File: src/rtl/butterfly_seq_pkg.sv
// Shared types for the butterfly stage sequencer: FSM state encoding and a
// width helper used to size FIFO pointers and occupancy counters.
package butterfly_seq_pkg;

    typedef enum logic [1:0] {
        IDLE  = 2'd0,
        ISSUE = 2'd1,
        DRAIN = 2'd2,
        DONE  = 2'd3
    } seq_state_e;

    // Bits needed to index n items; never returns zero so a depth-1 FIFO
    // still gets a legal one-bit pointer.
    function automatic int idx_width(input int n);
        return (n > 1) ? $clog2(n) : 1;
    endfunction

endpackage

File: src/rtl/butterfly_seq_idx_fifo.sv
// In-order FIFO holding the {idx_a, idx_b} pair of every butterfly in flight.
// Pushes while full and pops while empty are ignored; reset flushes contents.
module butterfly_seq_idx_fifo
    import butterfly_seq_pkg::*;
#(
    parameter int WIDTH = 6,
    parameter int DEPTH = 2,
    localparam int PW = idx_width(DEPTH),
    localparam int CW = idx_width(DEPTH + 1)
) (
    input  logic             clk,
    input  logic             reset,
    input  logic             push,
    input  logic [WIDTH-1:0] din,
    input  logic             pop,
    output logic [WIDTH-1:0] dout,
    output logic             full,
    output logic             empty,
    output logic [CW-1:0]    count
);

    logic [WIDTH-1:0] mem [DEPTH];
    logic [PW-1:0]    wr_ptr;
    logic [PW-1:0]    rd_ptr;
    logic             do_push;
    logic             do_pop;

    function automatic logic [PW-1:0] ptr_inc(input logic [PW-1:0] p);
        return (p == PW'(DEPTH - 1)) ? '0 : p + 1'b1;
    endfunction

    assign full    = (count == CW'(DEPTH));
    assign empty   = (count == '0);
    assign do_push = push && !full;
    assign do_pop  = pop && !empty;
    assign dout    = mem[rd_ptr];

    // Storage, pointers and occupancy; contents cleared so the head reads 0 after reset.
    always_ff @(posedge clk or posedge reset) begin
        if (reset) begin
            for (int i = 0; i < DEPTH; i++) begin
                mem[i] <= '0;
            end
            wr_ptr <= '0;
            rd_ptr <= '0;
            count  <= '0;
        end else begin
            if (do_push) begin
                mem[wr_ptr] <= din;
                wr_ptr      <= ptr_inc(wr_ptr);
            end
            if (do_pop) begin
                rd_ptr <= ptr_inc(rd_ptr);
            end
            count <= count + CW'(do_push) - CW'(do_pop);
        end
    end

endmodule

File: src/rtl/butterfly_stage_sequencer.sv
// Sequences one radix-2 FFT stage through a shared butterfly: issues read and
// twiddle indices on the recv handshake, tracks in-flight butterflies in an
// in-order index FIFO and emits writeback indices on the send handshake.
// Build option BUTTERFLY_SEQ_ALL_STAGES_EN: run stages 0..LOG_N-1 back-to-back
// per start, ignoring the stage input; otherwise one stage per start.
//
// Handshakes: a transfer happens in a cycle where valid and ready are both
// high; valid never depends on ready; issue indices hold until the transfer.
module butterfly_stage_sequencer
    import butterfly_seq_pkg::*;
#(
    parameter int N_SAMPLES = 8,
    parameter int LOG_N     = 3,
    parameter int MAX_OUT   = 2
) (
    input  logic                       clk,
    input  logic                       reset,
    input  logic                       start,
    input  logic [$clog2(LOG_N)-1:0]   stage,
    output logic                       busy,
    output logic                       done,
    output logic                       bf_recv_val,
    input  logic                       bf_recv_rdy,
    output logic [LOG_N-1:0]           idx_a,
    output logic [LOG_N-1:0]           idx_b,
    output logic [LOG_N-2:0]           tw_idx,
    input  logic                       bf_send_val,
    output logic                       bf_send_rdy,
    input  logic                       wb_rdy,
    output logic                       wb_en,
    output logic [LOG_N-1:0]           wb_idx_a,
    output logic [LOG_N-1:0]           wb_idx_b
);

    localparam int SW   = $clog2(LOG_N);
    localparam int KW   = LOG_N - 1;
    localparam int CW   = idx_width(MAX_OUT + 1);
    localparam int HALF = N_SAMPLES / 2;

    seq_state_e           state;
    seq_state_e           state_nxt;
    logic [KW-1:0]        k;
    logic [KW-1:0]        k_nxt;
    logic [SW-1:0]        s;
    logic [SW-1:0]        s_nxt;
    logic                 fire;
    logic                 push;
    logic                 fifo_full;
    logic                 fifo_empty;
    logic [CW-1:0]        fifo_count;
    logic [CW-1:0]        cnt_nxt;
    logic                 recv_val_nxt;
    logic [3*LOG_N-2:0]   idx_nxt;

    // Index generation for butterfly kk of stage ss, packed as {a, b, tw}.
    function automatic logic [3*LOG_N-2:0] bf_indices(input logic [KW-1:0] kk,
                                                      input logic [SW-1:0] ss);
        logic [LOG_N-1:0] kext;
        logic [LOG_N-1:0] span;
        logic [LOG_N-1:0] pos;
        logic [LOG_N-1:0] grp;
        logic [LOG_N-1:0] a;
        logic [LOG_N-1:0] b;
        logic [KW-1:0]    t;
        kext = LOG_N'(kk);
        span = LOG_N'(1) << ss;
        pos  = kext & (span - 1'b1);
        grp  = kext >> ss;
        a    = (grp << (ss + 1)) | pos;
        b    = a + span;
        t    = KW'(pos << (LOG_N - 1 - int'(ss)));
        return {a, b, t};
    endfunction

    butterfly_seq_idx_fifo #(
        .WIDTH (2 * LOG_N),
        .DEPTH (MAX_OUT)
    ) u_idx_fifo (
        .clk   (clk),
        .reset (reset),
        .push  (push),
        .din   ({idx_a, idx_b}),
        .pop   (wb_en),
        .dout  ({wb_idx_a, wb_idx_b}),
        .full  (fifo_full),
        .empty (fifo_empty),
        .count (fifo_count)
    );

    assign fire        = bf_recv_val && bf_recv_rdy;
    assign push        = fire && !fifo_full;
    assign bf_send_rdy = wb_rdy && !fifo_empty;
    assign wb_en       = bf_send_val && bf_send_rdy;
    assign busy        = (state == ISSUE) || (state == DRAIN);
    assign done        = (state == DONE);

    // Occupancy after this edge decides whether the next cycle may issue,
    // so a pop in a full cycle frees a slot only from the following cycle.
    assign cnt_nxt      = fifo_count + CW'(push) - CW'(wb_en);
    assign recv_val_nxt = (state_nxt == ISSUE) && (cnt_nxt < CW'(MAX_OUT));
    assign idx_nxt      = bf_indices(k_nxt, s_nxt);

`ifdef BUTTERFLY_SEQ_ALL_STAGES_EN
    logic unused_stage;
    assign unused_stage = ^stage;
`endif

    // Next-state, butterfly counter and stage selection.
    always_comb begin
        state_nxt = state;
        k_nxt     = k;
        s_nxt     = s;
        case (state)
            IDLE: begin
                if (start) begin
                    state_nxt = ISSUE;
                    k_nxt     = '0;
`ifdef BUTTERFLY_SEQ_ALL_STAGES_EN
                    s_nxt     = '0;
`else
                    s_nxt     = (int'(stage) >= LOG_N) ? SW'(LOG_N - 1) : stage;
`endif
                end
            end
            ISSUE: begin
                if (push) begin
                    k_nxt = k + 1'b1;
                    if (k == KW'(HALF - 1)) begin
                        state_nxt = DRAIN;
                    end
                end
            end
            DRAIN: begin
                if (cnt_nxt == '0) begin
`ifdef BUTTERFLY_SEQ_ALL_STAGES_EN
                    // Next stage reads what this one wrote, so it starts only once drained.
                    if (s == SW'(LOG_N - 1)) begin
                        state_nxt = DONE;
                    end else begin
                        state_nxt = ISSUE;
                        s_nxt     = s + 1'b1;
                        k_nxt     = '0;
                    end
`else
                    state_nxt = DONE;
`endif
                end
            end
            DONE: begin
                state_nxt = IDLE;
            end
            default: begin
                state_nxt = IDLE;
            end
        endcase
    end

    // State, counters and the registered issue request with its indices.
    always_ff @(posedge clk or posedge reset) begin
        if (reset) begin
            state       <= IDLE;
            k           <= '0;
            s           <= '0;
            bf_recv_val <= 1'b0;
            idx_a       <= '0;
            idx_b       <= '0;
            tw_idx      <= '0;
        end else begin
            state       <= state_nxt;
            k           <= k_nxt;
            s           <= s_nxt;
            bf_recv_val <= recv_val_nxt;
            {idx_a, idx_b, tw_idx} <= idx_nxt;
        end
    end

endmodule

File: config.mk
export PLATFORM = sky130hd
export DESIGN_NAME = butterfly_stage_sequencer
export DESIGN_NICKNAME = d
export VERILOG_FILES = /design/src/rtl/butterfly_seq_pkg.sv /design/src/rtl/butterfly_seq_idx_fifo.sv /design/src/rtl/butterfly_stage_sequencer.sv
export SDC_FILE = /design/constraint.sdc
export NUM_CORES = 1
export LEC_CHECK = 0
export ABC_CLOCK_PERIOD_IN_PS = 3800
export CAP_MARGIN = 20
export CELL_PAD_IN_SITES_DETAIL_PLACEMENT = 1
export CELL_PAD_IN_SITES_GLOBAL_PLACEMENT = 2
export CORE_MARGIN = 3
export CORE_UTILIZATION = 35
export DETAILED_ROUTE_END_ITERATION = 10
export PLACE_DENSITY_LB_ADDON = 0.1
export SETUP_SLACK_MARGIN = 0.4
export SLEW_MARGIN = 10
export SYNTH_ARGS = -nofsm -noshare
export SYNTH_HDL_FRONTEND = slang
export SYNTH_SLANG_ARGS = --single-unit
File: constraint.sdc
create_clock -name clk -period 3.8 [get_ports clk]
set_input_delay 0.76 -clock clk [delete_from_list [all_inputs] [get_ports clk]]
set_output_delay 0.76 -clock clk [all_outputs]
set_load 0.01 [all_outputs]
Word-level counts from Yosys, hierarchy flattened

Index checks and enable logic that the tools add are counted.

Register bits after elaboration: 31
Latch bits: 0
Memory bits (writable): 0
Bits in read-only memories: 0
Input port bits: 8
Output and inout bits: 19
Word-level logic and storage cells: 75
Memories: 0

Add/subtract/negate cells: 11
Multipliers: 0
Divide/modulo/power cells: 0
Order comparisons: 5
Equal/unequal tests: 6
Shifts and indexed selects: 4
Muxes and demuxes: 19
Bitwise operators: 4
Reduce and logical (&&, ||, !) cells: 14

Operators by type and width:

| operator              | number |
|---|---|
| $shl A3 B32 Y2        | 1 |
| $mux W6               | 4 |
| $mux W2               | 9 |
| $bwmux W12            | 1 |
| $eq A2 B2 Y1 const B  | 4 |
| $logic_and A1 B1 Y1   | 8 |
| $pmux W2 S4           | 1 |
| $demux W6 S1          | 1 |
| $ge A2 B2 Y1 const B  | 3 |
| $logic_not A2 Y1      | 3 |
| $add A2 B1 Y2         | 2 |
| $eq A2 B1 Y1 const B  | 2 |
| $not A1 Y2            | 2 |
| $pmux W2 S2           | 1 |
| $sub A2 B1 Y2         | 2 |
| $add A2 B1 Y3 const B | 1 |
| $add A3 B3 Y3         | 1 |
| $and A2 B3 Y3         | 1 |
| $or A3 B3 Y3          | 1 |
| $shl A1 B2 Y3 const A | 1 |
| $shl A3 B3 Y3         | 1 |
| $shr A2 B2 Y3         | 1 |
| $sub A2 B2 Y3 const A | 1 |
| $sub A3 B1 Y3 const B | 1 |
| other kinds (7)       | 10 |

Logic depth before layout (Yosys ltp)

Gate-level depths: netlist of run 1.

Depth in word-level cells: 10
Gate-level depth with buffers: 11
Gate-level depth less buffers: 11

By module

From an unflattened synthesis of run 1, not the netlist that was laid out.

Cell total of the unflattened synthesis: 149
Area, all modules: 1759.2 µm²

By module, submodules not included:

| module                    | times used | cells an instance | area an instance (µm²) | sequential area each (µm²) |
|---|---|---|---|---|
| butterfly_stage_sequencer | 1          | 98                | 999.7                  | 375.4 |
| butterfly_seq_idx_fifo    | 1          | 51                | 759.5                  | 400.4 |

Least setup slack after synthesis of run 1

No wires, ideal clock.

Path type: input to register
Start: input port start
End: register idx_b[0]
Setup time: 0.126 ns
Arrival: 2.513 ns
Required time: 3.674 ns
Path slack: 1.161 ns
Stages on the path: 7
Path buffers: 0
Cells stage by stage: nand2_2 -> mux2_4 -> inv_1 -> ha_1 -> or4_1 -> o22ai_1 -> ha_1

Word-level cells in the longest chain between the ends: 7
Elaborated cells between the ends (all ways): 12
Those cells by class: add/sub: 3; shift: 3; mux: 4; bitwise: 2

RTL lines:

| item                 | RTL line                         | source |
|---|---|---|
| start, declared      | butterfly_stage_sequencer.sv:18  | `input logic start,` |
| $mux W2 (*)          | butterfly_stage_sequencer.sv:115 | `if (start) begin` |
| $mux W2 (*)          | butterfly_stage_sequencer.sv:113 | `case (state)` |
| via s_nxt[1]         | butterfly_stage_sequencer.sv:45  | `logic [SW-1:0] s_nxt;` |
| $shl A1 B2 Y3        | butterfly_stage_sequencer.sv:66  | `span = LOG_N'(1) << ss;` |
| $sub A3 B1 Y3        | butterfly_stage_sequencer.sv:67  | `pos = kext & (span - 1'b1);` |
| $and A2 B3 Y3        | butterfly_stage_sequencer.sv:67  |  |
| $or A3 B3 Y3 (*)     | butterfly_stage_sequencer.sv:69  | `a = (grp << (ss + 1)) \| pos;` |
| via idx_nxt[5]       | butterfly_stage_sequencer.sv:53  | `logic [3*LOG_N-2:0] idx_nxt;` |
| $add A3 B3 Y3 (*)    | butterfly_stage_sequencer.sv:70  | `b = a + span;` |
| via idx_nxt[2]       | butterfly_stage_sequencer.sv:53  |  |
| end signal, assigned | butterfly_stage_sequencer.sv:173 | `{idx_a, idx_b, tw_idx} <= idx_nxt;` |
| end, declared        | butterfly_stage_sequencer.sv:25  | `output logic [LOG_N-1:0] idx_b,` |

Mark *: on every way through the listed nets, which the timed path passes. The rest lies on a longest branch.
A chain may end at the register's enable or synchronous reset.

Final worst setup path of run 1

Start: input port start
End: register idx_b[1]

Same word-level chain as after synthesis.

==> results of run 1 <==
-- per-stage QoR --
| step | hold slack (ps) | instances | utilization | total power (W) |
|---|---|---|---|---|
| 6_report | 500 | 225 | 0.471 | 0.00173 |
| 5_1_grt | 516 | 225 | 0.471 | 0.00187 |
| 4_1_cts | 506 | 225 | 0.471 | 0.00176 |
| 3_5_place_dp | 489 | 217 | 0.445 | 0.00142 |
| 3_3_place_gp | 470 | 217 | 0.445 | 0.00138 |
| 2_1_floorplan | 460 | 140 | - | 0.00111 |
-- state kept, by name (all words and copies together), names as in the netlist --
name               cells
u_idx_fifo.mem        12
idx_a                  3
idx_b                  3
k                      2
s                      2
state                  2
tw_idx                 2
u_idx_fifo.count       2
bf_recv_val            1
u_idx_fifo.rd_ptr      1
u_idx_fifo.wr_ptr      1
-- kinds of logic (layout without fill, tap and decap cells) --
kind of cell / after synthesis / in the layout / share of synthesized area
flip-flops: 31 / 31 / 0.470
multiplexers: 21 / 21 / 0.152
XOR/XNOR: 7 / 7 / 0.0371
buffers and inverters: 12 / 45 / 0.0273
AND/OR/NAND/NOR: 36 / 36 / 0.131
AO/OA/AOI/OAI: 19 / 19 / 0.0773
adder cells (fa/ha/maj): 14 / 14 / 0.106
-- power by group --
part           internal, W  switching [W]  leakage, nW  total [W]
Clock             0.000212       0.000123       0.0612   0.000335
Combinational     0.000427       0.000389        0.498   0.000817
Sequential        0.000470       0.000108        0.398   0.000577
Total              0.00111       0.000620        0.957    0.00173
-- worst max path at each step --
stage / startpoint / to / slack, ps / depth (start not counted)
after floorplan: start / idx_b[0] / 1160 / 7
after global placement: start / idx_b[0] / 510 / 8
after detailed placement: start / idx_b[1] / 390 / 9
after CTS: start / idx_b[1] / 690 / 9
after global routing: start / idx_b[1] / 530 / 9
final: start / idx_b[1] / 690 / 9
-- per-layer routing --
layer  up-vias  track usage  part of all wire
met5         -            0                 0
met4         0       0.0534             0.012
met3         5       0.0374             0.033
met2        17        0.219              0.48
met1       534        0.174              0.47
li1        546            -                 -
-- Yosys cell counts --
| cell | count |
|---|---|
| a311o_1 | 1 |
| o22ai_1 | 1 |
| nand2_2 | 1 |
| xnor2_1 | 6 |
| a211oi_1 | 1 |
| mux2_4 | 1 |
| o211ai_1 | 1 |
| mux2_1 | 3 |
| mux2i_4 | 1 |
| o21ai_1 | 3 |
| nor4_1 | 2 |
| or4_1 | 1 |
| mux2_2 | 15 |
| xor2_1 | 1 |
| and3_1 | 1 |
| and3_2 | 1 |
| nand2_1 | 9 |
| and2_1 | 5 |
| nor3_2 | 1 |
| nand2b_1 | 2 |
| or3_1 | 2 |
| o21ai_0 | 4 |
| o21a_1 | 2 |
| a21oi_1 | 5 |
| nor3b_1 | 1 |
| clkbuf_1 | 2 |
| inv_1 | 9 |
| inv_2 | 1 |
| o211ai_4 | 1 |
| mux2i_1 | 1 |
| nand4b_1 | 1 |
| nor2b_1 | 2 |
| nor4_4 | 1 |
| ha_1 | 14 |
| nor3_1 | 1 |
| nor2_1 | 4 |
| dfrtp_1 | 31 |
| nor2_2 | 1 |
-- area by class of cell --
cell class              count  area [µm²]
well taps                  52        65.1
repair buffers             27         268
fillers                   486        2350
clock inverters             2        35.0
clock buffers               6        82.6
flip-flops and latches     31         776
inverters                  10        37.5
multi-input cells          97         831
==> results.yml, run 1 <==
synth:
  yosys.area.top_type: "dfrtp_1"
  syn_nets: 162
  avgSynthCellArea_um2: 11.8
  syn_area_um2: 1650
  synth_warnings: 0
  synth.top_cell.area_share: 0.470
  yosysSeqAreaShare: 0.470
  synth.distinct_cells: 38
  yosys_register_bits: 31
  synthCells: 140
  synth_area_leaders: "dfrtp_1 (47%), ha_1 (11%), mux2_2 (10%)"
setup_path:
  worstSetupStartpointType: "primary input"
  crit_path_max_fanout: 7
  required_ps: 4000
  rrSetupSlack_ps: 840
  path_common_cell: "ha_1"
  slowest_delay_ps: 540
  cp_slowest_cell: "clkdlybuf4s50_1"
  crit_path_end_kind: "flip-flop"
  worst_r2r_startpoint: "state[0]"
  worstSetupPathType: "in -> reg"
  timing.rr.end: "idx_b[1]"
  cp_top_family: "buffers and inverters"
  worstPathArrival_ps: 3320
  reg2regPathDepth: 10
  critPathBufInv: 2
  path_cells: "clkdlybuf4s50_1 -> nand2_2 -> mux2_4 -> inv_1 -> ha_1 -> or4_1 -> o22ai_1 -> ha_1 -> xnor2_1"
sta:
  setup_ws_ps: 689
  rsz0062_at_grt: "false"
  min_period_over_period: 0.819
  setup_tns_ps: 0
  fmax_ghz: 0.321
  skew_ps: 8.04
  worst_slew_pin_slew_ps: 408
  slew_violations: 0
  hold_violations: 0
  period_needed_ps: 3110
  setup_violations: 0
  relSlewSlack: 0.728
placed_design:
  port-buffer-count: 26
  place_congestion: 0.810
  post-dp-hpwl_mm: 2.60
  dpl_cell_area_um2: 1980
  place_ws_ps: 391
clock_tree:
  root_buffer: "clkbuf_8"
  htree_levels: 2
  clk_pin_slew_ps: 70
  cts_resized: 0
  postCtsSetupRepairBufs: 0
  cts_tree: "done"
  holdBufCountCts: 0
  clk_latency_ps: 280
  cts_buffers: 5
  clock-sinks: 31
  clockBufferDepth: 2
final_layout:
  areaGrowthSynthToFinish_pct: 26.8
  final_common_cell: "dfrtp_1"
  num_antenna_cells: 0
  most-common-layout-cells: "dfrtp_1 (31), clkdlybuf4s50_1 (26), mux2_2 (15)"
  final_area_um2: 2090
  fin_nets: 194
  drive_gt1_frac: 0.191
global_routing:
  overflow: 0
  antenna_found_initial: 0
  grt_pass1_wl_mm: 5.64
  grt_pass1_vias: 1191
  gr-usage-all-layers: 0.136
  grt_max_degree: 32
status:
  status: "finished, final reports clean"
detailed_routing:
  drt-total-wl_mm: 3.39
  vias: 1102
  wl_per_cell_um: 15.1
  drt_pass1_iterations: 4
  drc: 0
  final_antenna_net_count: 0
  first_iter_violations: 56
  via_per_inst: 4.90
floorplan:
  fp.dieArea_um2: 5580
  initial_core_util: 0.372
  coreArea_um2: 4440
  die_w_um: 74.7
  boundaryPins: 27
  die_y_um: 74.7
  rows: 24
worst_hold_path:
  hold_depth: 1
  min_path_type: "reg -> reg"
  min_from: "u_idx_fifo.mem[7]"
  hold-path-endpoint: "u_idx_fifo.mem[7]"
run:
  drv_cap: 0
power_and_ir_drop:
  powerDensity_nw_per_um2: 826
  power_leakage_nw: 0.957
  max-vdd-ir-drop_mv: 0.368
Note: power is estimated with default switching activity, not from simulation.
==> run 2, diff against run 1 <==
--- a/config.mk
+++ b/config.mk
@@ -5,12 +5,12 @@
 export SDC_FILE = /design/constraint.sdc
 export NUM_CORES = 1
 export LEC_CHECK = 0
-export ABC_CLOCK_PERIOD_IN_PS = 3800
+export ABC_CLOCK_PERIOD_IN_PS = 2800
 export CAP_MARGIN = 20
 export CELL_PAD_IN_SITES_DETAIL_PLACEMENT = 1
 export CELL_PAD_IN_SITES_GLOBAL_PLACEMENT = 2
 export CORE_MARGIN = 3
-export CORE_UTILIZATION = 35
+export CORE_UTILIZATION = 31
 export DETAILED_ROUTE_END_ITERATION = 10
 export PLACE_DENSITY_LB_ADDON = 0.1
 export SETUP_SLACK_MARGIN = 0.4
==> constraint.sdc (replaced) <==
create_clock -name clk -period 2.8 [get_ports clk]
set_input_delay 0.56 -clock clk [delete_from_list [all_inputs] [get_ports clk]]
set_output_delay 0.56 -clock clk [all_outputs]
set_load 0.01 [all_outputs]
==> run 2 against run 1 <==
Sequential power grew 35%. Global-route usage is essentially flat. Clock skew grew 0.92 ps. Worst hold slack lost 12 ps. Non-clock buffer count grew 20. Critical path type unchanged. Critical endpoint is now idx_b[0].
==> results.yml, run 2 (synthesis gave the netlist of run 1 again) <==
detailed_routing:
  via_per_inst: 4.63
  drc: 0
  drt_pass1_iterations: 2
  wl_per_cell_um: 15.5
  first_iter_violations: 31
  vias: 1204
  drt-total-wl_mm: 4.03
  final_antenna_net_count: 0
placed_design:
  place_ws_ps: -72.6
  placed_cells: 241
  port-buffer-count: 26
  post-dp-hpwl_mm: 2.82
  place_congestion: 0.791
  dpl_cell_area_um2: 2110
clock_tree:
  clock-sinks: 31
  htree_levels: 2
  clk_latency_ps: 290
  clockBufferDepth: 2
  holdBufCountCts: 0
  clk_pin_slew_ps: 70
  cts_tree: "done"
  root_buffer: "clkbuf_8"
  cts_buffers: 5
global_routing:
  grt_pass1_wl_mm: 6.49
  antenna_found_initial: 0
  overflow: 0
  gr-usage-all-layers: 0.136
  grt_max_degree: 32
  grt_pass1_vias: 1285
setup_path:
  critPathLaunch: "stage[1]"
  crit_path_max_fanout: 3
  worstSetupPathType: "in -> reg"
  worstPathArrival_ps: 2520
  crit_path_end_kind: "flip-flop"
  worst_r2r_startpoint: "state[0]"
  worstSetupStartpointType: "primary input"
  required_ps: 2980
floorplan:
  die_w_um: 79.0
  boundaryPins: 27
  initial_core_util: 0.334
  rows: 25
  coreArea_um2: 4940
  die_y_um: 79.0
  fp.dieArea_um2: 6240
sta:
  skew_ps: 8.96
  relSlewSlack: 0.722
  min_period_over_period: 0.837
  hold_violations: 0
  fmax_ghz: 0.427
  rsz0062_at_grt: "false"
  setup_violations: 0
  worst_slew_pin_slew_ps: 413
  hold_slack_ps: 487
  period_needed_ps: 2340
  slew_violations: 0
  setup_ws_ps: 456
status:
  status: "finished, final reports clean"
final_layout:
  drive_gt1_frac: 0.352
  final_area_um2: 2380
  reg.largest.list: "u_idx_fifo.mem: 12 flops, idx_a: 3 flops, idx_b: 3 flops"
  fin_cells: 260
  regMostFlops: "u_idx_fifo.mem"
  final_common_cell: "dfrtp_1"
  post-route-util: 0.481
  multiInputGateArea_um2: 941
  nFillCells: 544
  final-seq-area_um2: 776
  largest_reg_flops: 12
  num_antenna_cells: 0
  fin_nets: 214
  areaGrowthSynthToFinish_pct: 43.9
  most-common-layout-cells: "dfrtp_1 (31), clkdlybuf4s50_1 (23), buf_4 (21)"
worst_hold_path:
  min_path_type: "reg -> reg"
  min_from: "u_idx_fifo.mem[10]"
power_and_ir_drop:
  power_leakage_nw: 1.08
  max-vdd-ir-drop_mv: 0.527
  powerDensity_nw_per_um2: 1160
run:
  drv_cap: 0
## run 2: worst paths after layout
kind	to	slack [ps]	depth (start not counted)
max in group asynchronous	k[0]	1840	3
min	u_idx_fifo.mem[10]	490	1
max	idx_b[0]	460	8
min reg2reg	u_idx_fifo.mem[10]	490	1
min in group asynchronous	u_idx_fifo.mem[4]	670	3
max reg2reg	idx_b[0]	510	9
## run 2: layout make-up
class / count / area share
clock inverters: 2 / 0.0147
repair buffers: 47 / 0.176
multi-input cells: 97 / 0.396
inverters: 10 / 0.0169
clock buffers: 6 / 0.0348
well taps: 67 / 0.0353
flip-flops and latches: 31 / 0.326
## run 2: timing repair
action / in CTS / in global routing
buffers inserted: 6 / 5
gates cloned: 0 / 0
resized for setup: 5 / 10
pin swaps: 4 / 12
setup endpoints to repair: 4 / 4
## run 2: layer usage
layer | vias up | routed length (µm) | GRT usage
met2 | 18 | 2080 | 0.241
met1 | 597 | 1780 | 0.158
li1 | 585 | - | -
met5 | - | 0 | 0
met3 | 4 | 137 | 0.0374
met4 | 0 | 36 | 0.0464
## run 2: through the flow
stage	total power [W]	setup TNS (ps)
global route	0.00295	0
CTS	0.00264	0
floorplan	0.00158	0
detailed placement	0.00210	-135
finish	0.00274	0
global placement	0.00204	-20.8
## run 2: critical path: stages
cell and delay [ps]:
clkdlybuf4s50_1 480, nor2b_1 70, mux2i_4 240, inv_2 90
ha_4 190, or4_4 530, o22ai_4 150, ha_4 230
## run 2: power breakdown
part / leakage (nW) / switching (W) / internal (W)
clock network: 0.0612 / 0.000180 / 0.000288
logic: 0.624 / 0.000668 / 0.000828
registers: 0.398 / 0.000144 / 0.000637
